`config.mk`:
```
export PLATFORM = sky130hd
export DESIGN_NAME = serial_rx
export DESIGN_NICKNAME = d
export VERILOG_FILES = /design/src/rtl/serial_rx.sv
export SDC_FILE = /design/constraint.sdc
export NUM_CORES = 1
export LEC_CHECK = 0
export CAP_MARGIN = 20
export CORE_MARGIN = 2
export CORE_UTILIZATION = 57
export CTS_CLUSTER_SIZE = 24
export DETAILED_ROUTE_END_ITERATION = 8
export GPL_TIMING_DRIVEN = 0
export HOLD_SLACK_MARGIN = 0.06
export PLACE_DENSITY = 0.82
export RECOVER_POWER = 25
export SETUP_SLACK_MARGIN = 0.3
export SKIP_CTS_REPAIR_TIMING = 1
export SYNTH_ARGS = -nofsm -noshare
export SYNTH_HDL_FRONTEND = slang
export SYNTH_SLANG_ARGS = --single-unit
```
`constraint.sdc`:
```
create_clock -name clk -period 2.02 [get_ports clk]
set_input_delay 0.404 -clock clk [delete_from_list [all_inputs] [get_ports clk]]
set_output_delay 0.404 -clock clk [all_outputs]
set_load 0.05 [all_outputs]
```
`src/rtl/serial_rx.sv`:
```
// serial_rx: 8N1 serial receiver with 16x oversampling.
//
// The line is synchronised through two flops, then sampled only on the
// oversample tick produced by a 26-bit phase accumulator. Each byte is
// sampled mid-bit (8 ticks into the start bit, then every 16 ticks).
// A received byte is handed over through a level ready/ack handshake.
//
// Ports:
//   clk        system clock, rising edge
//   reset      synchronous reset, active low
//   rxIn       asynchronous serial line, idle high
//   ack        consumer took the byte; clears dataReady
//   data       last good byte, held until the next good frame
//   dataReady  level: a good byte is waiting in data
//   frameErr   one-clk pulse: stop bit sampled low
//   overrun    one-clk pulse: good frame landed on an unacknowledged byte
//   busy       receiver is not idle
module serial_rx #(
    parameter logic [25:0] INCR = 26'd412320
) (
    input  logic       clk,
    input  logic       reset,
    input  logic       rxIn,
    input  logic       ack,
    output logic [7:0] data,
    output logic       dataReady,
    output logic       frameErr,
    output logic       overrun,
    output logic       busy
);

    typedef enum logic [1:0] {IDLE, START, DATA, STOP} state_t;

    state_t      state_q, state_d;
    logic [25:0] accum_q;
    logic [26:0] sum;
    logic        tick;
    logic        rx1_q, rx2_q;
    logic        rxS;
    logic [3:0]  cnt_q, cnt_d;
    logic [2:0]  idx_q, idx_d;
    logic [7:0]  shift_q, shift_d;
    // Frame-end events from the FSM; the handshake outputs update one
    // clk later from these, keeping every output a plain register.
    logic        good_q, good_d;
    logic        err_q, err_d;
    logic [7:0]  data_q, data_d;
    logic        rdy_q, rdy_d;
    logic        ferr_q, ovr_q;

    assign sum  = {1'b0, accum_q} + {1'b0, INCR};
    assign tick = sum[26];
    assign rxS  = rx2_q;

    always_comb begin
        state_d = state_q;
        cnt_d   = cnt_q;
        idx_d   = idx_q;
        shift_d = shift_q;
        good_d  = 1'b0;
        err_d   = 1'b0;
        if (tick) begin
            case (state_q)
                IDLE: begin
                    if (!rxS) begin
                        state_d = START;
                        cnt_d   = 4'd0;
                    end
                end
                START: begin
                    if (cnt_q == 4'd7) begin
                        // Still low at mid start bit: real frame. Otherwise a glitch.
                        if (!rxS) begin
                            state_d = DATA;
                            cnt_d   = 4'd0;
                            idx_d   = 3'd0;
                        end else begin
                            state_d = IDLE;
                        end
                    end else begin
                        cnt_d = cnt_q + 4'd1;
                    end
                end
                DATA: begin
                    cnt_d = cnt_q + 4'd1;  // wraps 15 -> 0 at each sample
                    if (cnt_q == 4'd15) begin
                        shift_d = {rxS, shift_q[7:1]};
                        idx_d   = idx_q + 3'd1;
                        if (idx_q == 3'd7) state_d = STOP;
                    end
                end
                STOP: begin
                    cnt_d = cnt_q + 4'd1;
                    if (cnt_q == 4'd15) begin
                        // Leave at mid stop so a back-to-back start edge is caught.
                        state_d = IDLE;
                        good_d  = rxS;
                        err_d   = !rxS;
                    end
                end
                default: state_d = IDLE;
            endcase
        end
    end

    always_comb begin
        data_d = data_q;
        rdy_d  = rdy_q;
        if (good_q) begin
            // A new byte wins over a simultaneous ack.
            data_d = shift_q;
            rdy_d  = 1'b1;
        end else if (ack) begin
            rdy_d = 1'b0;
        end
    end

    always_ff @(posedge clk) begin
        if (!reset) begin
            accum_q <= '0;
            rx1_q   <= 1'b1;
            rx2_q   <= 1'b1;
            state_q <= IDLE;
            cnt_q   <= '0;
            idx_q   <= '0;
            shift_q <= '0;
            good_q  <= 1'b0;
            err_q   <= 1'b0;
            data_q  <= '0;
            rdy_q   <= 1'b0;
            ferr_q  <= 1'b0;
            ovr_q   <= 1'b0;
        end else begin
            accum_q <= sum[25:0];
            rx1_q   <= rxIn;
            rx2_q   <= rx1_q;
            state_q <= state_d;
            cnt_q   <= cnt_d;
            idx_q   <= idx_d;
            shift_q <= shift_d;
            good_q  <= good_d;
            err_q   <= err_d;
            data_q  <= data_d;
            rdy_q   <= rdy_d;
            ferr_q  <= err_q;
            ovr_q   <= good_q & rdy_q & ~ack;
        end
    end

    assign data      = data_q;
    assign dataReady = rdy_q;
    assign frameErr  = ferr_q;
    assign overrun   = ovr_q;
    assign busy      = (state_q != IDLE);

endmodule
```
==> results.yml <==
pwr:
  p_leak_uw: 0.001063
  pwr-share-clk_pct: 27.8
  ir_drop_mv: 0.6534
  p_switching_uw: 585.6
  pwr-share-seq_pct: 56.4
  intPower_uw: 1503
  power_density_mw_per_mm2: 738.8
  p_total_uw: 2088
  sw_frac_of_total_pct: 28.04
  combPwrFrac_pct: 15.8
logic_synthesis:
  synth_nets: 258
  syn_inst: 250
  synthArstFlopShare_pct: 0
  syn_area_mm2: 0.002320
  synthDistinctLibCells: 50
  ys_ff_latch: 53
  postSynthAreaPerCell_um2: 9.279
  ys_seq_area_share_pct: 45.74
  synthFlopType: "dfxtp_1"
  yosys_warnings: 0
  synth-edff-count: 0
worst_setup_path:
  cp_slowest_cell: "a2111oi_1"
  cp_cell_sequence: "a2111oi_1, a21oi_4, nand3_4, buf_8, buf_12, nor3_4, mux2i_1"
  cp-end-kind: "flip-flop"
  max_stage_delay_ns: 0.73
  cp.required_ns: 2.22
  criticalPathCategory: "flip-flop to flip-flop"
  cp-start-kind: "flip-flop"
  cp_max_fo: 7
  worstPathArrival_ns: 2.05
routing:
  drc_errors: 0
  vias: 1862
  routed_wl_um: 4927
  viasPerCell: 5.525
  antenna_left: 0
  firstDrtPassIters: 4
  wire_per_inst_um: 14.62
  drt_iter0_drc: 123
placed_design:
  portBuffers: 15
  routabilityCongestion: 0.7628
  post-dp-hpwl_um: 3035
global_routing:
  overflow: 0
  grt_pass1_wl_um: 7403
  grt_max_degree: 17
  track_usage_pct: 21.59
  grt_pass1_vias: 1616
  antenna_found_initial: 0
floorplan:
  coreArea_mm2: 0.003971
  pin_count: 16
  die_h_um: 67.80
  initial_core_util_pct: 58.41
  fp-row-count: 23
  die_w_um: 67.80
  dieArea_mm2: 0.004596
job:
  drv_cap: 0
cells_and_area:
  seq_area_mm2: 0.001096
  layout_common_cells: "37 x dfxtp_1, 29 x nor2_1, 23 x nand2_1"
  multi_input_area_mm2: 0.001274
  final_common_cell: "dfxtp_1"
  diodes: 0
  fillers: 308
  drive_gt1_share_pct: 22.30
  areaGrowthSynthToFinish_pct: 21.84
  fin_nets: 295
sta:
  final-setup-viol-count: 0
  fin_crit_ns: 1.850
  fmax_mhz: 540.6
  final-hold-violation-count: 0
  slew_viol_final: 0
  finClkSkew_ns: 0.008937
  rsz0062_at_grt: "true"
  finalCritPeriodShare_pct: 91.58
  relSlewSlack_pct: 47.42
  worstMarginPinSlew_ns: 0.7867
  tns_ns: 0
cts:
  cts_tree: "yes"
  clk_pin_slew_ns: 0.10
  root_buffer: "clkbuf_8"
  cts_sinks: 53
  clockBufferDepth: 2
  ctsHtreeMaxLevel: 2
  numCtsBuffers: 5
  clk_latency_ns: 0.31
hold_path:
  hp-class: "flip-flop to flip-flop"
run_status:
  run_status: "finished, final reports clean"
cells by family after synthesis:
| logic type | count (synthesis) | synth area share [%] |
|---|---|---|
| buf+inv | 16 | 3.020 |
| mux | 21 | 9.061 |
| compound gates | 42 | 13.05 |
| simple gates | 101 | 22.06 |
| flops | 53 | 45.74 |
| fa+ha+maj | 4 | 2.158 |
| xor+xnor | 13 | 4.908 |
synth_stat cells (2+ instances only):
master | instances | area share (%)
dfxtp_1 | 53 | 46
nor2_1 | 29 | 4.7
nand2_1 | 24 | 3.9
mux2i_1 | 21 | 9.1
nand3_1 | 9 | 1.9
clkbuf_1 | 8 | 1.3
o21ai_1 | 7 | 1.5
xnor2_1 | 7 | 2.6
a21oi_1 | 6 | 1.3
nand2b_1 | 6 | 1.6
xor2_1 | 6 | 2.3
and2_1 | 5 | 1.3
and3_1 | 5 | 1.3
ha_1 | 4 | 2.2
nor3_1 | 4 | 0.86
o31ai_1 | 4 | 1.3
a211oi_1 | 3 | 0.97
a21o_1 | 3 | 0.97
a31oi_1 | 3 | 0.81
inv_1 | 3 | 0.49
nor2b_1 | 3 | 0.81
o211ai_1 | 3 | 0.97
or3_1 | 3 | 0.81
a211o_1 | 2 | 0.76
a21boi_1 | 2 | 0.65
buf_2 | 2 | 0.43
nor4_1 | 2 | 0.54
state kept, by name (all words and copies together) (netlist names), named ones only:
| name | flops |
|---|---|
| cnt_q | 4 |
| data | 8 |
| err_q | 1 |
| dataReady | 1 |
| accum_q | 21 |
| good_q | 1 |
| frameErr | 1 |
| shift_q | 8 |
| overrun | 1 |
| state_q | 1 |
| idx_q | 3 |
| rx2_q | 1 |
| rx1_q | 1 |
per-layer routing:
metal	GRT usage (%)	vias up	part of all wire, %
li1	-	952	-
met1	29.00	876	47
met2	33.46	28	49
met3	4.500	6	2.6
met4	9.500	0	1.7
met5	0	-	0
power by group through the flow:
stage                     Sequential, uW  Clock (uW)  Combinational, uW
final                               1180         581                329
after global placement              1180           0                227
after floorplan                     1170           0                189
after detailed placement            1180           0                233
after global routing                1190         628                361
after CTS                           1160         597                234
through the flow:
step                      util (%)  cells  area [um^2]  hold WS [ns]  worst slack (ns)
after floorplan                  -    250         2321        0.3863            0.3173
after global placement       63.80    315         2534        0.3930           -0.2168
after detailed placement     63.80    315         2534        0.4021           -0.2210
after CTS                    65.94    322         2619        0.4290           -0.4329
after global routing         71.17    337         2826        0.4420           0.05005
final                        71.17    337         2826        0.4237            0.1702
cell type report:
class	instances	area share, %
clock inverter	2	0.5755
multi-input combinational	181	45.06
inverter	4	0.5312
buffer	12	2.523
timing repair buffer	30	7.880
clock buffer	5	2.435
sequential	53	38.78
tap	50	2.213
path summary, 6_finish.rpt:
path / startpoint / to / slack, ns / cells after the start
hold / removal: rx1_q$_SDFF_PN1_ / rx2_q$_SDFF_PN1_ / 0.42 / 1
setup reg to reg: accum_q[18]$_SDFF_PN0_ / idx_q[1]$_SDFFE_PN0P_ / 0.17 / 7
hold reg to reg: rx1_q$_SDFF_PN1_ / rx2_q$_SDFF_PN1_ / 0.42 / 1
setup / recovery: accum_q[18]$_SDFF_PN0_ / idx_q[1]$_SDFFE_PN0P_ / 0.17 / 7
worst max-delay path, delay by kind of cell (launching register included):
family	cells	cell delay, ns
multiplexers	1	0.12
buffers and inverters	2	0.23
AO/OA/AOI/OAI	2	0.82
AND/OR/NAND/NOR	2	0.19
flip-flops	1	0.38
Power figures use the tool's default switching activity.
